--- src/rtl/bitwise_logic_accum.sv ---
// bitwise_logic_accum: applies a bitwise op to each accepted (a, b) beat and
// folds the per-beat results of a burst into one result. A burst closes on
// in_last or when MAX_BEATS beats have been folded. The closed result is held
// in a single-entry output register behind a valid/ready handshake.

module bitwise_logic_accum #(
    parameter int unsigned WIDTH     = 8,
    parameter int unsigned MAX_BEATS = 16
) (
    input  logic                               clk,
    input  logic                               rst,

    input  logic                               in_valid,
    output logic                               in_ready,
    input  logic [WIDTH-1:0]                   in_a,
    input  logic [WIDTH-1:0]                   in_b,
    input  logic [1:0]                         in_op,
    input  logic                               in_last,

    output logic                               out_valid,
    input  logic                               out_ready,
    output logic [WIDTH-1:0]                   out_data,
    output logic [$clog2(MAX_BEATS+1)-1:0]     out_count,
    output logic                               out_trunc
);

    localparam int unsigned CW = $clog2(MAX_BEATS + 1);

    localparam logic [1:0] OP_AND  = 2'b00;
    localparam logic [1:0] OP_OR   = 2'b01;
    localparam logic [1:0] OP_XOR  = 2'b10;
    localparam logic [1:0] OP_XNOR = 2'b11;

    typedef enum logic {
        IDLE = 1'b0,
        ACC  = 1'b1
    } state_t;

    state_t           state;
    state_t           state_nxt;

    // Burst context: op latched on the first beat, running fold, beats so far
    logic [1:0]       op_q;
    logic [WIDTH-1:0] acc_q;
    logic [CW-1:0]    cnt_q;

    // Per-beat datapath
    logic             accept_c;
    logic             first_c;
    logic [1:0]       op_eff_c;
    logic [WIDTH-1:0] beat_r_c;
    logic [WIDTH-1:0] acc_nxt_c;
    logic [CW-1:0]    cnt_nxt_c;
    logic             final_c;

    // FSM outputs
    logic             emit_c;
    logic             trunc_c;
    logic             open_c;

    // The held result blocks new beats only when it cannot drain this edge;
    // nothing is accepted while reset is asserted.
    assign in_ready = !rst && !(out_valid && !out_ready);

    assign accept_c = in_valid && in_ready;

    // Per-beat op selection, bitwise result and fold into the running value
    always_comb begin
        first_c   = (state == IDLE);
        op_eff_c  = first_c ? in_op : op_q;
        beat_r_c  = '0;
        acc_nxt_c = '0;

        case (op_eff_c)
            OP_AND:  beat_r_c = in_a & in_b;
            OP_OR:   beat_r_c = in_a | in_b;
            OP_XOR:  beat_r_c = in_a ^ in_b;
            OP_XNOR: beat_r_c = ~(in_a ^ in_b);
            default: beat_r_c = '0;
        endcase

        if (first_c) begin
            acc_nxt_c = beat_r_c;
        end else begin
            case (op_eff_c)
                OP_AND,
                OP_XNOR: acc_nxt_c = acc_q & beat_r_c;
                OP_OR:   acc_nxt_c = acc_q | beat_r_c;
                OP_XOR:  acc_nxt_c = acc_q ^ beat_r_c;
                default: acc_nxt_c = '0;
            endcase
        end

        // cnt_q never exceeds MAX_BEATS-1 while a burst is open, so no wrap
        cnt_nxt_c = first_c ? CW'(1) : (cnt_q + CW'(1));
        final_c   = in_last || (cnt_nxt_c == CW'(MAX_BEATS));
    end

    // FSM state register
    always_ff @(posedge clk or posedge rst) begin
        if (rst) begin
            state <= IDLE;
        end else begin
            state <= state_nxt;
        end
    end

    // FSM next-state: open on a non-final beat, close on a final beat
    always_comb begin
        state_nxt = state;
        case (state)
            IDLE: begin
                if (accept_c && !final_c) begin
                    state_nxt = ACC;
                end
            end
            ACC: begin
                if (accept_c && final_c) begin
                    state_nxt = IDLE;
                end
            end
            default: state_nxt = IDLE;
        endcase
    end

    // FSM outputs: emit strobe, truncation flag, burst-open strobe
    always_comb begin
        emit_c  = 1'b0;
        trunc_c = 1'b0;
        open_c  = 1'b0;
        case (state)
            IDLE: begin
                emit_c = accept_c && final_c;
                open_c = accept_c && !final_c;
            end
            ACC: begin
                emit_c = accept_c && final_c;
            end
            default: begin
                emit_c = 1'b0;
            end
        endcase
        trunc_c = emit_c && !in_last;
    end

    // Burst context registers
    always_ff @(posedge clk or posedge rst) begin
        if (rst) begin
            op_q  <= OP_AND;
            acc_q <= '0;
            cnt_q <= '0;
        end else if (accept_c) begin
            acc_q <= acc_nxt_c;
            cnt_q <= final_c ? '0 : cnt_nxt_c;
            if (open_c) begin
                op_q <= in_op;
            end
        end
    end

    // Output holding register: load on emit, otherwise drain on handshake
    always_ff @(posedge clk or posedge rst) begin
        if (rst) begin
            out_valid <= 1'b0;
            out_data  <= '0;
            out_count <= '0;
            out_trunc <= 1'b0;
        end else if (emit_c) begin
            out_valid <= 1'b1;
            out_data  <= acc_nxt_c;
            out_count <= cnt_nxt_c;
            out_trunc <= trunc_c;
        end else if (out_ready) begin
            out_valid <= 1'b0;
        end
    end

endmodule

--- config.mk ---
export PLATFORM = sky130hd
export DESIGN_NAME = bitwise_logic_accum
export DESIGN_NICKNAME = d
export VERILOG_FILES = /design/src/rtl/bitwise_logic_accum.sv
export SDC_FILE = /design/constraint.sdc
export NUM_CORES = 1
export LEC_CHECK = 0
export ABC_AREA = 1
export CAP_MARGIN = 20
export CORE_MARGIN = 3
export CORE_UTILIZATION = 49
export DETAILED_ROUTE_END_ITERATION = 6
export HOLD_SLACK_MARGIN = 0.08
export PLACE_DENSITY = 0.77
export REMOVE_ABC_BUFFERS = 1
export SETUP_SLACK_MARGIN = 0.1
export SLEW_MARGIN = 20
export SYNTH_ARGS = -nofsm -noshare
export SYNTH_HDL_FRONTEND = slang
export SYNTH_SLANG_ARGS = --single-unit
--- constraint.sdc ---
create_clock -name clk -period 2.7 [get_ports clk]
set_clock_uncertainty 0.2 [all_clocks]
set_input_delay 0.54 -clock clk [delete_from_list [all_inputs] [get_ports clk]]
set_output_delay 0.54 -clock clk [all_outputs]
set_load 0.02 [all_outputs]
==> results.txt <==
* Startpoint kind of the worst setup timing path: input port
- Worst Hold Class: register to register
- Number of global-route vias before repair: 2217
- In this run, distinct cell masters in the synthesized netlist total 27.
- Summed over all layers, the global routing overflow is 0.
* Buffer depth of the longest clock path: 2
- In this run the biggest area consumer among cell types represents 30.8% of the synthesized area.
- Setup violations remaining at the end of the flow were counted as 0.
- In this run, placement finished with an instance count of 459.
- Vertical die dimension: 77.8 µm
- The floorplan step defined a core boundary enclosing 4850 µm².
* Cell type of the slowest stage on the worst timing path: clkdlybuf4s50_1
- Number of clock sinks: 31
- Setup TNS Final: 0 ns
- Aggregate global-route resource usage: 20.0%
* Fin Hold WS: 0.266 ns
- Summing all multi-input logic gate instances after layout gives 1750 µm².
- Each instance of the synthesized netlist takes up on average 7.27 µm².
- Of all nets on the critical path, the largest fanout is 2.
- Destination of the critical timing path: in_ready
- Capture point of the worst reg-to-reg path: out_data[5]
* Total Routed Length: 6150 µm
- The count of pins over their slew limit came to 0.
- By area the synthesized netlist is led by dfrtp_1 31%, ha_1 18%, nand2_1 12%, inv_1 7.1%, o21ai_0 6.2%.
- The biggest area contributor in the post-synthesis netlist is dfrtp_1.
- At the end of routability-driven placement, the weighted congestion stood at 0.918.
* Peak Freq: 396 MHz
- Once the floorplan was initialized, standard cells occupied 52.0% of the core.
- Entering global routing, the biggest net connects 32 pins.
- The detailed router placed 2404 vias in this run.
- R2R setup slack: 0.19 ns
* Antenna violations before repair: 0
* Row cnt: 25
* First-pass GRT wire length: 9830 µm
- At the worst endpoint, the arrival time is 1.79 ns.
- The floorplan step defined a die boundary enclosing 6050 µm².
- After filler insertion, the fill cell instance count of the layout stands at 359.
* Net count, final: 468
* Clock slew at reported path FFs: 0.06 ns
- In the routed design, unresolved DRC markers number 0.
* Startpoint of the most critical setup path: out_ready
- Max-cap violations in this run came to 0.
* Number of clock buffers inserted by TritonCTS: 5
- In the layout the commonest cells are 66 x nand2_1, 40 x inv_1, 35 x clkdlybuf4s50_1, 31 x nor2_1, 31 x dfrtp_1.
- RSZ-0062 raised after global routing: true
- The run finished with clean final reports.
- Counting stages on the worst path, the most repeated cell is clkdlybuf4s50_1.
- In the final routed layout, each cell accounts on average for 12.9 µm.
* Synthesized netlist cell count: 347
* Area of the mapped netlist: 2520 µm²
- VDD IR max: 0.322 mV
* Final core utilization: 72.5%
- CTS tree: built
- For the worst-skew pair, the clock arrives at the later sink with an insertion delay of 0.28 ns.
* Final critical-path share of the clock period: 93.6%
* Count of state elements after synthesis: 31
- The area growth from synthesis to layout is 39.4%.
- Traced cell by cell, the critical path runs through clkdlybuf4s50_1, inv_1, a21oi_2, clkdlybuf4s50_1.
- Number of nets with antenna violations after routing: 0
* Setup CP Type: input port to output pin
* Fraction of layout cells with a size suffix above 1: 27.2%
- Crit path time final: 2.53 ns
- Highest cell delay on the worst timing path: 0.61 ns
- Share of synthesized area occupied by flip-flops and latches: 30.8%
* Via-to-Cell Ratio: 5.06
* Required time of the critical path: 1.96 ns
* Worst slew pin tran: 0.562 ns
* Headroom to the max-slew limit: 62.3%
- For this design the ratio of total power to cell area is 692 nW/µm².
- The repair_antennas step left the layout with diodes totalling 0.
* Ports placed on the boundary: 39
* Number of hold violations in the final report: 0
* Clock root buffer: clkbuf_8
- Synth Warn #: 0
- Leading cell type in the layout, fill and taps excluded: nand2_1
- The worst setup path is captured at an output pin.
* First DRT Iteration DRCs: 168
- The die is 77.8 µm wide.
* Worst reg-to-reg path cell count: 19
- The first detailed-routing pass ran for 4 iterations.
* # H-tree levels: 2
- Excluding fillers, the count of instances in the completed layout stands at 475.
- The wire-length estimate of the detail-placed layout is 4100 µm.
- Area occupied by registers: 776 µm²
- Number of port buffers: 38
- Static leakage power: 0.00176 µW
-- where the power goes --
| part | switching [µW] | total (µW) | internal, µW |
|---|---|---|---|
| sequential | 84.9 | 668 | 583 |
| combinational | 754 | 1390 | 640 |
| clock | 172 | 371 | 200 |
-- flip-flops by register name, summed over array words and instances (netlist names), named ones only --
name and count:
out_trunc 1, cnt_q 5, out_valid 1, acc_q 8
out_data 8, op_q 2, out_count 5
-- critical path: cells and delay by family --
kind                   cells  cell delay, ns
AOI/OAI and AO/OA          1            0.12
buffers and inverters      3            1.12
-- metrics by stage --
step | setup WS (ns) | cell area, µm² | power [µW]
finish | 0.173 | 3520 | 2430
floorplan | 0.0741 | 2450 | 1320
detailed placement | -0.514 | 3070 | 1730
CTS | 0.119 | 3220 | 2170
global route | 0.0541 | 3520 | 2650
global placement | -0.454 | 3070 | 1690
-- per-layer routing --
layer,GRT usage (%),part of all wire (%),up-vias
met4,6.05,1.7,0
li1,-,-,1201
met1,24.8,42,1131
met2,34.9,52,60
met5,0,0,-
met3,3.94,4.7,12
-- synthesized netlist by cell type (all sizes together) --
| cell | number |
|---|---|
| o21a | 7 |
| or2 | 7 |
| nand4 | 1 |
| inv | 48 |
| buf | 8 |
| nor2 | 40 |
| nand3 | 29 |
| nand2 | 96 |
| a21oi | 2 |
| ha | 37 |
| dfrtp | 31 |
| clkinv | 2 |
| clkbuf | 4 |
| o21ai | 32 |
| a22o | 1 |
| nor3 | 2 |
-- kinds of logic (layout without fill, tap and decap cells) --
| group | Yosys count | count (layout) | synth area share (%) |
|---|---|---|---|
| flops | 31 | 31 | 30.8 |
| simple gates | 175 | 175 | 31.3 |
| buf+inv | 62 | 123 | 10.2 |
| fa+ha+maj | 37 | 37 | 18.4 |
| compound gates | 42 | 42 | 9.33 |
-- what timing repair did --
item | 4_1_cts | 5_1_grt
pin swaps | 6 | 40
resized for setup | 20 | 67
hold buffers | 0 | 0
setup buffers | 4 | 5
setup endpoints to repair | 16 | 16
-- worst min-delay path by stage --
stage                startpoint     endpoint  slack (ns)  cells after the start
global placement    out_data[6]  out_data[6]        0.25                      2
detailed placement  out_data[6]  out_data[6]        0.26                      2
global route        out_data[6]  out_data[6]        0.29                      2
CTS                 out_data[6]  out_data[6]        0.27                      2
finish              out_data[2]  out_data[2]        0.27                      2
floorplan              cnt_q[1]     cnt_q[1]        0.30                      2
-- final cells by class --
| class | count | area share (%) |
|---|---|---|
| Clock buffer | 6 | 2.35 |
| Clock inverter | 1 | 0.142 |
| Inverter | 50 | 5.59 |
| Multi-Input combinational cell | 254 | 49.7 |
| Sequential cell | 31 | 22.1 |
| Tap cell | 67 | 2.38 |
| Timing Repair Buffer | 66 | 17.8 |
Power figures use the tool's default switching activity.
==> edit 1, RTL diff (same settings) <==
Reset style: synchronous (`rst`), changed in 3 clocked blocks.
--- a/src/rtl/bitwise_logic_accum.sv
+++ b/src/rtl/bitwise_logic_accum.sv
@@ -99,3 +99,3 @@
     // FSM state register
-    always_ff @(posedge clk or posedge rst) begin
+    always_ff @(posedge clk) begin
         if (rst) begin
@@ -146,3 +146,3 @@
     // Burst context registers
-    always_ff @(posedge clk or posedge rst) begin
+    always_ff @(posedge clk) begin
         if (rst) begin
@@ -161,3 +161,3 @@
     // Output holding register: load on emit, otherwise drain on handshake
-    always_ff @(posedge clk or posedge rst) begin
+    always_ff @(posedge clk) begin
         if (rst) begin
Behaviour: differs if rst is asserted again (counterexample within 4 cycles, from zero or initial values and one cycle with rst high); with rst held inactive, the same outputs for 10 cycles.
==> edit 1 against the unedited design <==
The run now ends with negative setup slack left; critical path depth is 15 higher; cell area is 12% higher; largest power group unchanged; wire length is 63% higher; maximum frequency is 11% lower; sequential cell count stayed put; area after synthesis is 4.6% lower; total power is 23% lower; clock power is 36% higher; via count is 28% higher; setup slack worse by 0.31 ns.
==> edit 1: results (changes against the unedited design) <==
Layout
The number of nets in the layout is 508 (was 468). The area added between synthesis and finish is 63.5% (was 39.4%). The share of final-layout standard cells stronger than drive strength 1 is 36.5% (was 27.2%).

Yosys
The count of unique library cells instantiated by Yosys is 24 (was 27). Top cell types by occurrence after synthesis: sky130_fd_sc_hd__nand2_1 (67), sky130_fd_sc_hd__inv_1 (48), sky130_fd_sc_hd__nor2_1 (39) (was sky130_fd_sc_hd__nand2_1 (82), sky130_fd_sc_hd__inv_1 (48), sky130_fd_sc_hd__ha_1 (37), sky130_fd_sc_hd__nor2_1 (37)). Largest cells by area after synthesis: sky130_fd_sc_hd__dfxtp_1 (26%), sky130_fd_sc_hd__ha_1 (19%), sky130_fd_sc_hd__nand2_1 (10%), sky130_fd_sc_hd__inv_1 (7.5%), sky130_fd_sc_hd__nand3_1 (6.4%) (was sky130_fd_sc_hd__dfrtp_1 (31%), sky130_fd_sc_hd__ha_1 (18%), sky130_fd_sc_hd__nand2_1 (12%), sky130_fd_sc_hd__inv_1 (7.1%), sky130_fd_sc_hd__o21ai_0 (6.2%)).

The share of flip-flops with an asynchronous set or reset came to 0% (was 100%).

Pwr
The power in the clock group is 0.505 mW (was 0.371 mW). The total leakage power is 1.75 nW (was 1.76 nW). The power in sequential cells is 0.496 mW (was 0.668 mW). The peak supply drop is 349 uV (was 322 uV).

Critical path
The slowest cell on the critical path was sky130_fd_sc_hd__dfxtp_2 (was sky130_fd_sc_hd__clkdlybuf4s50_1). The top fanout value on the critical path is 6 (was 2). The critical path's largest stage delay came to 0.36 ns (was 0.61 ns). The kind of cell with the highest combined delay on the critical path is simple AND/OR/NAND/NOR gates (was buffers and inverters).

Run status
The final reports fail on negative setup slack. Status: finished with violations (was finished, final reports clean).

Clock tree
The total of cells resized after clock tree synthesis is 44 (was 20). The clock latency of the later-clocked register in the worst-skew pair is 0.30 ns (was 0.28 ns). The clock slew at the register clock pins of the worst setup and hold paths was 0.08 ns (was 0.06 ns).

GRT
The first-pass GRT wire length came to 12300 um (was 9830 um).

STA
The number of setup violations in the final report is 8 (was 0). The worst path setup slack after routing is -0.140 ns (was 0.173 ns).

Placement
The worst setup slack before clock tree synthesis was -0.664 ns (was -0.514 ns).

Detailed routing
The mean routed wirelength per cell came to 19.4 um (was 12.9 um).
==> edit 1: routing by layer <==
layer / GRT usage, % / part of all wire [%] / wire length [um]
met2: 46.8 / 50 / 4950
met5: 0 / 0 / 0
met4: 16.8 / 7.8 / 775
met1: 28.4 / 34 / 3380
met3: 6.50 / 8.9 / 886
==> edit 1: cell type report <==
type                            count  area share [%]
Clock inverter                      2           0.890
Sequential cell                    31            15.8
Tap cell                           65            2.07
Clock buffer                        6            2.10
Timing Repair Buffer              102            25.6
Inverter                           49            5.12
Multi-Input combinational cell    259            48.5
==> edit 1: worst min-delay path, delay by kind of cell, from the launching register on <==
kind	cells	cell delay (ns)
flops	1	0.32
simple gates	1	0.06
compound gates	1	0.05
==> edit 1: worst paths after layout <==
path,from,endpoint,slack (ns)
max,flip-flop,out_data[6],-0.14
max reg2reg,flip-flop,out_data[6],-0.14
min,cnt_q[4],cnt_q[4],0.27
min reg2reg,cnt_q[4],cnt_q[4],0.27
==> edit 2, RTL diff (same flow settings) <==
Without the edit above. Change the parameter `MAX_BEATS` from 16 to 32.
--- a/src/rtl/bitwise_logic_accum.sv
+++ b/src/rtl/bitwise_logic_accum.sv
@@ -7,3 +7,3 @@
     parameter int unsigned WIDTH     = 8,
-    parameter int unsigned MAX_BEATS = 16
+    parameter int unsigned MAX_BEATS = 32
 ) (
Interface: changed (resized out_count); port bits go from 39 to 40. The function was not compared with the original's and may differ.
==> edit 2 against the unedited design <==
Critical path type is now reg -> reg; register-to-register slack got worse by 0.22 ns; cell area increased by 3.9%; area after synthesis increased by 4.2%; via count increased by 2.8%; largest power group unchanged; wire length increased by 4.7%; total power increased by 2.5%; the run now ends with negative setup slack left; sequential cell count increased by 2; critical path depth increased by 14; final cell count increased by 2.1%; synthesized cell count decreased by 4.3%; setup slack got worse by 0.21 ns.
==> edit 2: results (changes against the unedited design) <==
GRT
The maximum number of pins on one net before global-route repair came to 34 (was 32). The via count of the first global-routing pass is 2440 (was 2217). The met3 track utilization from global routing was 2.61% (was 3.94%). The met1 track demand over resource in global routing is 26.7% (was 24.8%). The first-pass GRT wire length is 10900 um (was 9830 um).

Critical path
The critical path's largest stage delay came to 0.37 ns (was 0.61 ns). The type of element launching the critical path is a flip-flop (was input pin). The signal arrival time at the worst endpoint is 2.70 ns (was 1.79 ns). The slowest cell on the critical path is sky130_fd_sc_hd__dfrtp_1 (was sky130_fd_sc_hd__clkdlybuf4s50_1).

Yosys
Largest cells by area after synthesis: sky130_fd_sc_hd__dfrtp_1 (31%), sky130_fd_sc_hd__ha_1 (18%), sky130_fd_sc_hd__nand2_1 (9.4%), sky130_fd_sc_hd__inv_1 (6.3%), sky130_fd_sc_hd__o21ai_0 (5.0%) (was sky130_fd_sc_hd__dfrtp_1 (31%), sky130_fd_sc_hd__ha_1 (18%), sky130_fd_sc_hd__nand2_1 (12%), sky130_fd_sc_hd__inv_1 (7.1%), sky130_fd_sc_hd__o21ai_0 (6.2%)). The portion of the post-synthesis area used by sequential elements is 31.4% (was 30.8%). Top cell types by occurrence after synthesis: sky130_fd_sc_hd__nand2_1 (66), sky130_fd_sc_hd__inv_1 (44), sky130_fd_sc_hd__ha_1 (37) (was sky130_fd_sc_hd__nand2_1 (82), sky130_fd_sc_hd__inv_1 (48), sky130_fd_sc_hd__ha_1 (37), sky130_fd_sc_hd__nor2_1 (37)).

Placement
The worst setup slack before clock tree synthesis is -0.562 ns (was -0.514 ns). The post-DP HPWL came to 4270 um (was 4100 um).

Run status
The final reports fail on negative setup slack. Status: finished with violations (was finished, final reports clean).

Pwr
The peak supply drop came to 302 uV (was 322 uV). The combinational group power was 1.32 mW (was 1.39 mW). The total leakage power is 1.86 nW (was 1.76 nW). The power after layout is 2.49 mW (was 2.43 mW).

STA
The transition time at the pin with the least slew margin is 0.522 ns (was 0.562 ns). The number of setup violations in the final report is 4 (was 0). The worst path setup slack after routing is -0.0319 ns (was 0.173 ns).

Clock tree
The post-CTS setup buffer count is 18 (was 4).

Layout
The post-route non-filler standard cell count is 485 (was 475). The number of nets in the layout is 474 (was 468).

Min path
The startpoint of the tightest hold check path is out_data[5] (was out_data[2]).
-- edit 2: logic make-up (layout without fill, tap and decap cells) --
| family | after synthesis | count (layout) | share of synthesized area, % |
|---|---|---|---|
| compound gates | 57 | 57 | 13.1 |
| flops | 33 | 33 | 31.4 |
| buf+inv | 61 | 144 | 10.0 |
| simple gates | 144 | 144 | 27.8 |
| fa+ha+maj | 37 | 37 | 17.6 |
-- edit 2: cell type report --
cell class | instances | area share, %
Multi-Input combinational cell | 238 | 45.1
Sequential cell | 33 | 22.6
Timing Repair Buffer | 89 | 21.7
Inverter | 47 | 5.03
Tap cell | 70 | 2.40
Clock buffer | 7 | 2.36
Clock inverter | 1 | 0.821
-- edit 2: path summary, 6_finish.rpt --
path	end	slack, ns	cells past startpoint
min in group asynchronous	cnt_q[5]	0.48	3
max reg2reg	out_data[0]	-0.03	18
min reg2reg	out_data[5]	0.27	2
max	out_data[0]	-0.03	18
min	out_data[5]	0.27	2
max in group asynchronous	out_data[1]	1.52	3
